--- src/rtl/mult_pkg.sv ---
// Shared definitions for the iterative multiply sequencer: FSM state encoding,
// default operand width and the iteration-counter width.
package mult_pkg;

  localparam int MULT_WIDTH = 32;

  typedef enum logic [1:0] {
    ST_IDLE = 2'd0,
    ST_RUN  = 2'd1,
    ST_FIX  = 2'd2
  } mult_state_e;

  // Counter must reach WIDTH-1; keep at least one bit for degenerate widths.
  function automatic int mult_cnt_w(input int w);
    return (w > 1) ? $clog2(w) : 1;
  endfunction

  localparam int MULT_CNT_W = mult_cnt_w(MULT_WIDTH);

endpackage

--- src/rtl/mult_if.sv ---
// Execute-stage <-> multiply sequencer bundle: operation request, HI/LO read
// hazard, flush, and the sequencer's status/result outputs.
interface mult_if #(
  parameter int WIDTH = mult_pkg::MULT_WIDTH
);
  logic             start;
  logic             sign;
  logic [WIDTH-1:0] srca;
  logic [WIDTH-1:0] srcb;
  logic             rd_hilo;
  logic             kill;
  logic             busy;
  logic             stall;
  logic             done;
  logic [WIDTH-1:0] hi;
  logic [WIDTH-1:0] lo;

  modport master (
    output start, sign, srca, srcb, rd_hilo, kill,
    input  busy, stall, done, hi, lo
  );

  modport slave (
    input  start, sign, srca, srcb, rd_hilo, kill,
    output busy, stall, done, hi, lo
  );
endinterface

--- src/rtl/mult_shift_add.sv ---
// Radix-2 shift-add datapath: magnitude operands, shadow accumulator and the
// optional final two's-complement negate of the product.
import mult_pkg::*;

module mult_shift_add #(
  parameter int WIDTH = MULT_WIDTH
) (
  input  logic               clk,
  input  logic               reset,
  input  logic               load_i,
  input  logic               step_i,
  input  logic               negate_i,
  input  logic               sign_i,
  input  logic [WIDTH-1:0]   srca_i,
  input  logic [WIDTH-1:0]   srcb_i,
  output logic [2*WIDTH-1:0] prod_o
);

  // The most negative operand maps to 2^(WIDTH-1), which still fits unsigned.
  function automatic logic [WIDTH-1:0] abs_op(input logic [WIDTH-1:0] v, input logic s);
    return (s && v[WIDTH-1]) ? (~v + 1'b1) : v;
  endfunction

  logic [WIDTH-1:0]   mcand_q;
  logic [WIDTH-1:0]   mplier_q;
  logic [2*WIDTH-1:0] acc_q;
  logic [WIDTH:0]     upper_sum;
  logic [WIDTH:0]     upper_nxt;
  logic [2*WIDTH:0]   acc_wide;

  // Carry out of the upper-half add lands in the MSB after the shift.
  assign upper_sum = {1'b0, acc_q[2*WIDTH-1:WIDTH]} + {1'b0, mcand_q};
  assign upper_nxt = mplier_q[0] ? upper_sum : {1'b0, acc_q[2*WIDTH-1:WIDTH]};
  assign acc_wide  = {upper_nxt, acc_q[WIDTH-1:0]};

  assign prod_o = negate_i ? (~acc_q + 1'b1) : acc_q;

  always_ff @(posedge clk or negedge reset) begin
    if (!reset) begin
      mcand_q  <= '0;
      mplier_q <= '0;
      acc_q    <= '0;
    end else if (load_i) begin
      mcand_q  <= abs_op(srca_i, sign_i);
      mplier_q <= abs_op(srcb_i, sign_i);
      acc_q    <= '0;
    end else if (step_i) begin
      mplier_q <= mplier_q >> 1;
      acc_q    <= acc_wide[2*WIDTH:1];
    end
  end

endmodule

--- src/rtl/mult_sequencer.sv ---
// Execute-stage multiply sequencer: owns HI/LO, steps the shift-add datapath
// for WIDTH cycles, then fixes the sign, and stalls dependent instructions.
import mult_pkg::*;

module mult_sequencer #(
  parameter int WIDTH = MULT_WIDTH
) (
  input logic   clk,
  input logic   reset,
  mult_if.slave bus
);

  localparam int CNT_W = mult_cnt_w(WIDTH);

  mult_state_e        state_q, state_d;
  logic [CNT_W-1:0]   cnt_q, cnt_d;
  logic               neg_q, neg_d;
  logic               busy_q;
  logic               done_q;
  logic [WIDTH-1:0]   hi_q;
  logic [WIDTH-1:0]   lo_q;
  logic               load;
  logic               step;
  logic               commit;
  logic [2*WIDTH-1:0] prod;

  // A flush overrides everything: no accept, no step, no commit.
  assign load   = (state_q == ST_IDLE) && bus.start && !bus.kill;
  assign step   = (state_q == ST_RUN)  && !bus.kill;
  assign commit = (state_q == ST_FIX)  && !bus.kill;

  always_comb begin
    state_d = state_q;
    cnt_d   = cnt_q;
    neg_d   = neg_q;
    case (state_q)
      ST_IDLE: begin
        if (load) begin
          state_d = ST_RUN;
          cnt_d   = '0;
          neg_d   = bus.sign & (bus.srca[WIDTH-1] ^ bus.srcb[WIDTH-1]);
        end
      end
      ST_RUN: begin
        if (bus.kill) begin
          state_d = ST_IDLE;
        end else begin
          cnt_d = cnt_q + 1'b1;
          if (cnt_q == CNT_W'(WIDTH - 1)) state_d = ST_FIX;
        end
      end
      ST_FIX:  state_d = ST_IDLE;
      default: state_d = ST_IDLE;
    endcase
  end

  mult_shift_add #(.WIDTH(WIDTH)) u_dp (
    .clk      (clk),
    .reset    (reset),
    .load_i   (load),
    .step_i   (step),
    .negate_i (neg_q),
    .sign_i   (bus.sign),
    .srca_i   (bus.srca),
    .srcb_i   (bus.srcb),
    .prod_o   (prod)
  );

  always_ff @(posedge clk or negedge reset) begin
    if (!reset) begin
      state_q <= ST_IDLE;
      cnt_q   <= '0;
      neg_q   <= 1'b0;
      busy_q  <= 1'b0;
      done_q  <= 1'b0;
      hi_q    <= '0;
      lo_q    <= '0;
    end else begin
      state_q <= state_d;
      cnt_q   <= cnt_d;
      neg_q   <= neg_d;
      busy_q  <= (state_d != ST_IDLE);
      done_q  <= commit;
      if (commit) begin
        hi_q <= prod[2*WIDTH-1:WIDTH];
        lo_q <= prod[WIDTH-1:0];
      end
    end
  end

  assign bus.busy  = busy_q;
  assign bus.stall = busy_q & (bus.start | bus.rd_hilo);
  assign bus.done  = done_q;
  assign bus.hi    = hi_q;
  assign bus.lo    = lo_q;

endmodule

--- src/flat_wrapper.sv ---
// flat-port wrapper written by rule: the top's interface ports become plain ports
module mult_sequencer_flat 
#(
  parameter int WIDTH = MULT_WIDTH
)
  (clk, reset, bus_start, bus_sign, bus_srca, bus_srcb, bus_rd_hilo, bus_kill, bus_busy, bus_stall, bus_done, bus_hi, bus_lo);
  mult_if #(.WIDTH(WIDTH)) bus_i ();
  input logic clk;
  input logic reset;
  input wire logic [$bits(bus_i.start)-1:0] bus_start;
  input wire logic [$bits(bus_i.sign)-1:0] bus_sign;
  input wire logic [$bits(bus_i.srca)-1:0] bus_srca;
  input wire logic [$bits(bus_i.srcb)-1:0] bus_srcb;
  input wire logic [$bits(bus_i.rd_hilo)-1:0] bus_rd_hilo;
  input wire logic [$bits(bus_i.kill)-1:0] bus_kill;
  output wire logic [$bits(bus_i.busy)-1:0] bus_busy;
  output wire logic [$bits(bus_i.stall)-1:0] bus_stall;
  output wire logic [$bits(bus_i.done)-1:0] bus_done;
  output wire logic [$bits(bus_i.hi)-1:0] bus_hi;
  output wire logic [$bits(bus_i.lo)-1:0] bus_lo;
  assign bus_i.start = bus_start;
  assign bus_i.sign = bus_sign;
  assign bus_i.srca = bus_srca;
  assign bus_i.srcb = bus_srcb;
  assign bus_i.rd_hilo = bus_rd_hilo;
  assign bus_i.kill = bus_kill;
  assign bus_busy = bus_i.busy;
  assign bus_stall = bus_i.stall;
  assign bus_done = bus_i.done;
  assign bus_hi = bus_i.hi;
  assign bus_lo = bus_i.lo;
  mult_sequencer #(.WIDTH(WIDTH)) u_core (.clk(clk), .reset(reset), .bus(bus_i));
endmodule
--- config.mk ---
export PLATFORM = sky130hd
export DESIGN_NAME = mult_sequencer_flat
export DESIGN_NICKNAME = d
export VERILOG_FILES = /design/src/rtl/mult_pkg.sv /design/src/rtl/mult_if.sv /design/src/rtl/mult_shift_add.sv /design/src/rtl/mult_sequencer.sv /design/src/flat_wrapper.sv
export SDC_FILE = /design/constraint.sdc
export NUM_CORES = 1
export LEC_CHECK = 0
export ABC_CLOCK_PERIOD_IN_PS = 7770
export BUFFER_PORTS_ARGS = -buffer_cell sky130_fd_sc_hd__buf_2
export CAP_MARGIN = 30
export CORE_MARGIN = 1.5
export CORE_UTILIZATION = 25
export CTS_BUF_LIST = sky130_fd_sc_hd__clkbuf_16
export DETAILED_ROUTE_END_ITERATION = 10
export HOLD_SLACK_MARGIN = 0.08
export PLACE_DENSITY = 0.39
export SYNTH_ARGS = -nofsm -noshare
export SYNTH_HDL_FRONTEND = slang
export SYNTH_HIERARCHICAL = 1
export SYNTH_SLANG_ARGS = --single-unit
--- constraint.sdc ---
create_clock -name clk -period 7.77 [get_ports clk]
set_input_delay 0.777 -clock clk [delete_from_list [all_inputs] [get_ports clk]]
set_output_delay 0.777 -clock clk [all_outputs]
set_load 0.1 [all_outputs]
==> impl_results.md <==
* CORE AREA at 49150 um2
* Post-Syn Instances at 1292
* Layout Cells excl Fill at 2079
* Largest family of logic cells by synthesized area: compound AO/OA/AOI/OAI gates
* Post-synth cell types at 66
* DRT Wirelength at 32730 um
* Area share of fa/ha/maj cells after synthesis at 0.03869
* Pwr Density at 276.1 nW/um2
* Max clock buf depth at 3
* RSZ-0062 raised after global routing: false
* Synthesized area at 12480 um2
* Postcts setup bufs at 0
* Seq pwr share at 0.348
* Post-Layout Inst Area at 14690 um2
* Worst hold path class: input port to asynchronous set/reset pin
* CP startpoint kind: flip-flop
* WL per Instance at 15.74 um
* Largest stage delay, worst path at 0.56 ns
* Layout cell share with drive strength beyond 1 at 0.1924
* Measured slew at the worst slew-check pin at 0.9187 ns
* Setup Skew at 0.01673 ns
* Simple-gate share of the synthesized area at 0.1435
* Top cells by count, synth: dfrtp_1, nor2_1, xnor2_1, mux2i_1, nand2_1
* Synth area leaders: dfrtp_1, xnor2_1, mux2i_1
* Fill count at 5123
* R2R Path End: u_core/bus.hi[25]$_DFFE_PN0P_
* Placed cell areas at 13810 um2
* Initial DRC Count at 433
* Buf/Inv on CP at 0
* Number of synthesized flops with an enable pin at 0
* Synth Area in XOR/XNOR at 0.1031
* NetSw at 1.482 mW
* Final worst path period need at 3.680 ns
* Origin of the worst setup path: u_core/u_dp/acc_q[15]$_DFFE_PN0P_
* DIE WIDTH at 226.5 um
* GP Congestion at 0.8036
* Hold_ws at 0.2918 ns
* Max cap viols at 0
* Worst ir drop on vdd at 0.0001362 V
* PnR Total Power at 4.057 mW
* Total number of cells along the worst setup path at 10
* Worst setup path end: u_core/bus.hi[25]$_DFFE_PN0P_
* Port Buf Inserts at 136
* Switching Fraction at 0.3652
* Initial antenna violation count at 3
* TNS Setup at 0 ns
* Rel. slew slack at 0.3828
* Most common cell on crit path: or4_4
* CTS Hold Bufs at 0
* CTS tree: done
* Initial DRT Pass Iterations at 5
* Leak Pwr at 6.608 nW
* Reg2reg setup slack at 4.09 ns
* DR vias at 9574
* Syn Nets at 1400
* Nets at 1501
* Clock share of power at 0.306
* Root Buffer: clkbuf_16
* Critical path class: flip-flop to flip-flop
* Post-CTS Resized at 0
* DPL Wire Length at 23140 um
* Final setup viols at 0
* Cell taking the most area after synthesis: dfrtp_1
* WP data arrival at 4.10 ns
* Die Span Y at 226.5 um
* Synth Flop Type: dfrtp_1
* Most numerous cell in the Yosys netlist: dfrtp_1
* Final Hold Viols at 0
* Synth Warn # at 6
* Reg2reg start: u_core/u_dp/acc_q[15]$_DFFE_PN0P_
* Post-synthesis compound-gate area fraction at 0.1477
* CP required at 8.19 ns
* Vias per inst at 4.605
* Worst Path Max Fanout at 7
* FMAX at 0.2717 GHz
* Seq/Total Area, Yosys at 0.4049
* Worst Reg-to-Reg Cells at 10
* First-pass GRT wire length at 53140 um
* Top cell type's share of synthesized area at 0.4049
* Post-synthesis mux area share at 0.1312
* Internal power at 2.575 mW
* Critical path's slowest cell: or4_4
* Routed Antenna Nets at 0
* Combinational Power Share at 0.346
* Pin count of the biggest net entering global routing at 136
* Syn Area/Cell at 9.663 um2
* H-tree depth at 1
* Async set-reset flop share out of synthesis at 1.000
* TritonCTS Sinks at 202
* Dpl cells at 2028
* Num CTS Buffers at 27
* Clock Pin Slew Worst Setup and Hold Paths at 0.06 ns
* Number of global-route vias before repair at 9366
* Total Routing Usage GR at 0.1282
* CP cell instances: or4_4, nor4_2, or3b_1, or3_4, nor3_4, nand4_4, or4_4, o41ai_2, xnor2_1, mux2_2
* Total congestion overflow at 0
* Initial core utilization at 0.2540
* Worst setup EP type: flip-flop
* Outcome: finished clean
* DRC viols at 0
* Max-slew violations at 0
* Crit-path leading delay family: simple AND/OR/NAND/NOR gates
* #FFs+latches synth at 202
* Rows at 81
* Clock Latency Late Sink at 0.55 ns
* Area Overhead vs Synth at 17.69%
* Period utilization at 0.4737
* Die area at 51290 um2
* IO Count at 137
==> registers in the layout, indices dropped and copies added, names as in the netlist <==
register and flops:
u_core/neg_q 1, u_core/bus.lo 32, u_core/u_dp/acc_q 64, u_core/bus.done 1, u_core/bus.busy 1, u_core/state_q 2
u_core/u_dp/mplier_q 32, u_core/bus.hi 32, u_core/cnt_q 5, u_core/u_dp/mcand_q 32
==> power by group through the flow <==
stage / Combinational (mW) / Clock (mW) / Sequential (mW)
after global routing: 1.59 / 1.33 / 1.44
after floorplan: 1.12 / 0 / 1.33
after detailed placement: 1.40 / 0 / 1.43
final: 1.40 / 1.24 / 1.41
after CTS: 1.41 / 1.29 / 1.41
after global placement: 1.38 / 0 / 1.45
==> metal layers <==
layer | global-route usage | vias to the layer above | wire, um
li1 | - | 4868 | -
met3 | 0.02695 | 46 | 1469
met5 | 0 | - | 23
met2 | 0.1857 | 127 | 13690
met1 | 0.1903 | 4529 | 16880
met4 | 0.03462 | 4 | 665
==> cells by family (layout without fill, tap and decap cells) <==
logic type	Yosys count	in the layout
simple gates	361	361
compound gates	293	293
flops	202	202
mux	155	155
xor+xnor	147	147
buf+inv	96	218
fa+ha+maj	38	38
other cells	0	1
==> cells in the final DEF (no fill, tap or decap), types with 18 or more instances in the layout <==
cell | Yosys | layout
o31ai_1 | 30 | 30
inv_1 | 23 | 28
nor3_1 | 18 | 18
xor2_1 | 41 | 41
o21ai_0 | 86 | 86
a21oi_1 | 76 | 76
dfrtp_1 | 202 | 200
a211oi_1 | 23 | 23
nand3_1 | 23 | 23
buf_2 | 2 | 135
mux2_2 | 65 | 65
nand2_1 | 89 | 89
xnor2_1 | 106 | 106
clkbuf_16 | 0 | 27
ha_1 | 37 | 37
nand2b_1 | 18 | 18
nor2_1 | 123 | 123
mux2i_1 | 89 | 89
==> cell type report <==
cell class                      count  area [um2]  area share
Multi-Input combinational cell    994        7056      0.4802
Sequential cell                   202        5057      0.3442
Tap cell                          664       830.8     0.05654
Timing Repair Buffer              144       774.5     0.05271
Clock buffer                       27       675.6     0.04598
Clock inverter                     23       201.4     0.01371
Inverter                           24       95.09    0.006472
Antenna cell                        1       2.502   0.0001703
==> metrics by stage <==
step	utilization	setup slack [ns]
2_1_floorplan	-	4.383
3_3_place_gp	0.2806	4.105
3_5_place_dp	0.2810	4.069
4_1_cts	0.2989	4.045
5_1_grt	0.2989	3.641
6_report	0.2989	4.090
==> worst min path at each step <==
stage                                            from  cells past startpoint  slack (ns)                                   end
final                                           reset                      1        0.29  u_core/u_dp/mplier_q[25]$_DFFE_PN0P_
after global routing                            reset                      1        0.35  u_core/u_dp/mplier_q[25]$_DFFE_PN0P_
after CTS                                       reset                      1        0.34  u_core/u_dp/mplier_q[25]$_DFFE_PN0P_
after detailed placement  u_core/cnt_q[3]$_DFFE_PN0P_                      1        0.47           u_core/cnt_q[3]$_DFFE_PN0P_
after global placement    u_core/cnt_q[3]$_DFFE_PN0P_                      1        0.47           u_core/cnt_q[3]$_DFFE_PN0P_
after floorplan              u_core/neg_q$_DFFE_PN0P_                      2        0.44              u_core/neg_q$_DFFE_PN0P_
Note: power is estimated with default switching activity, not from simulation.
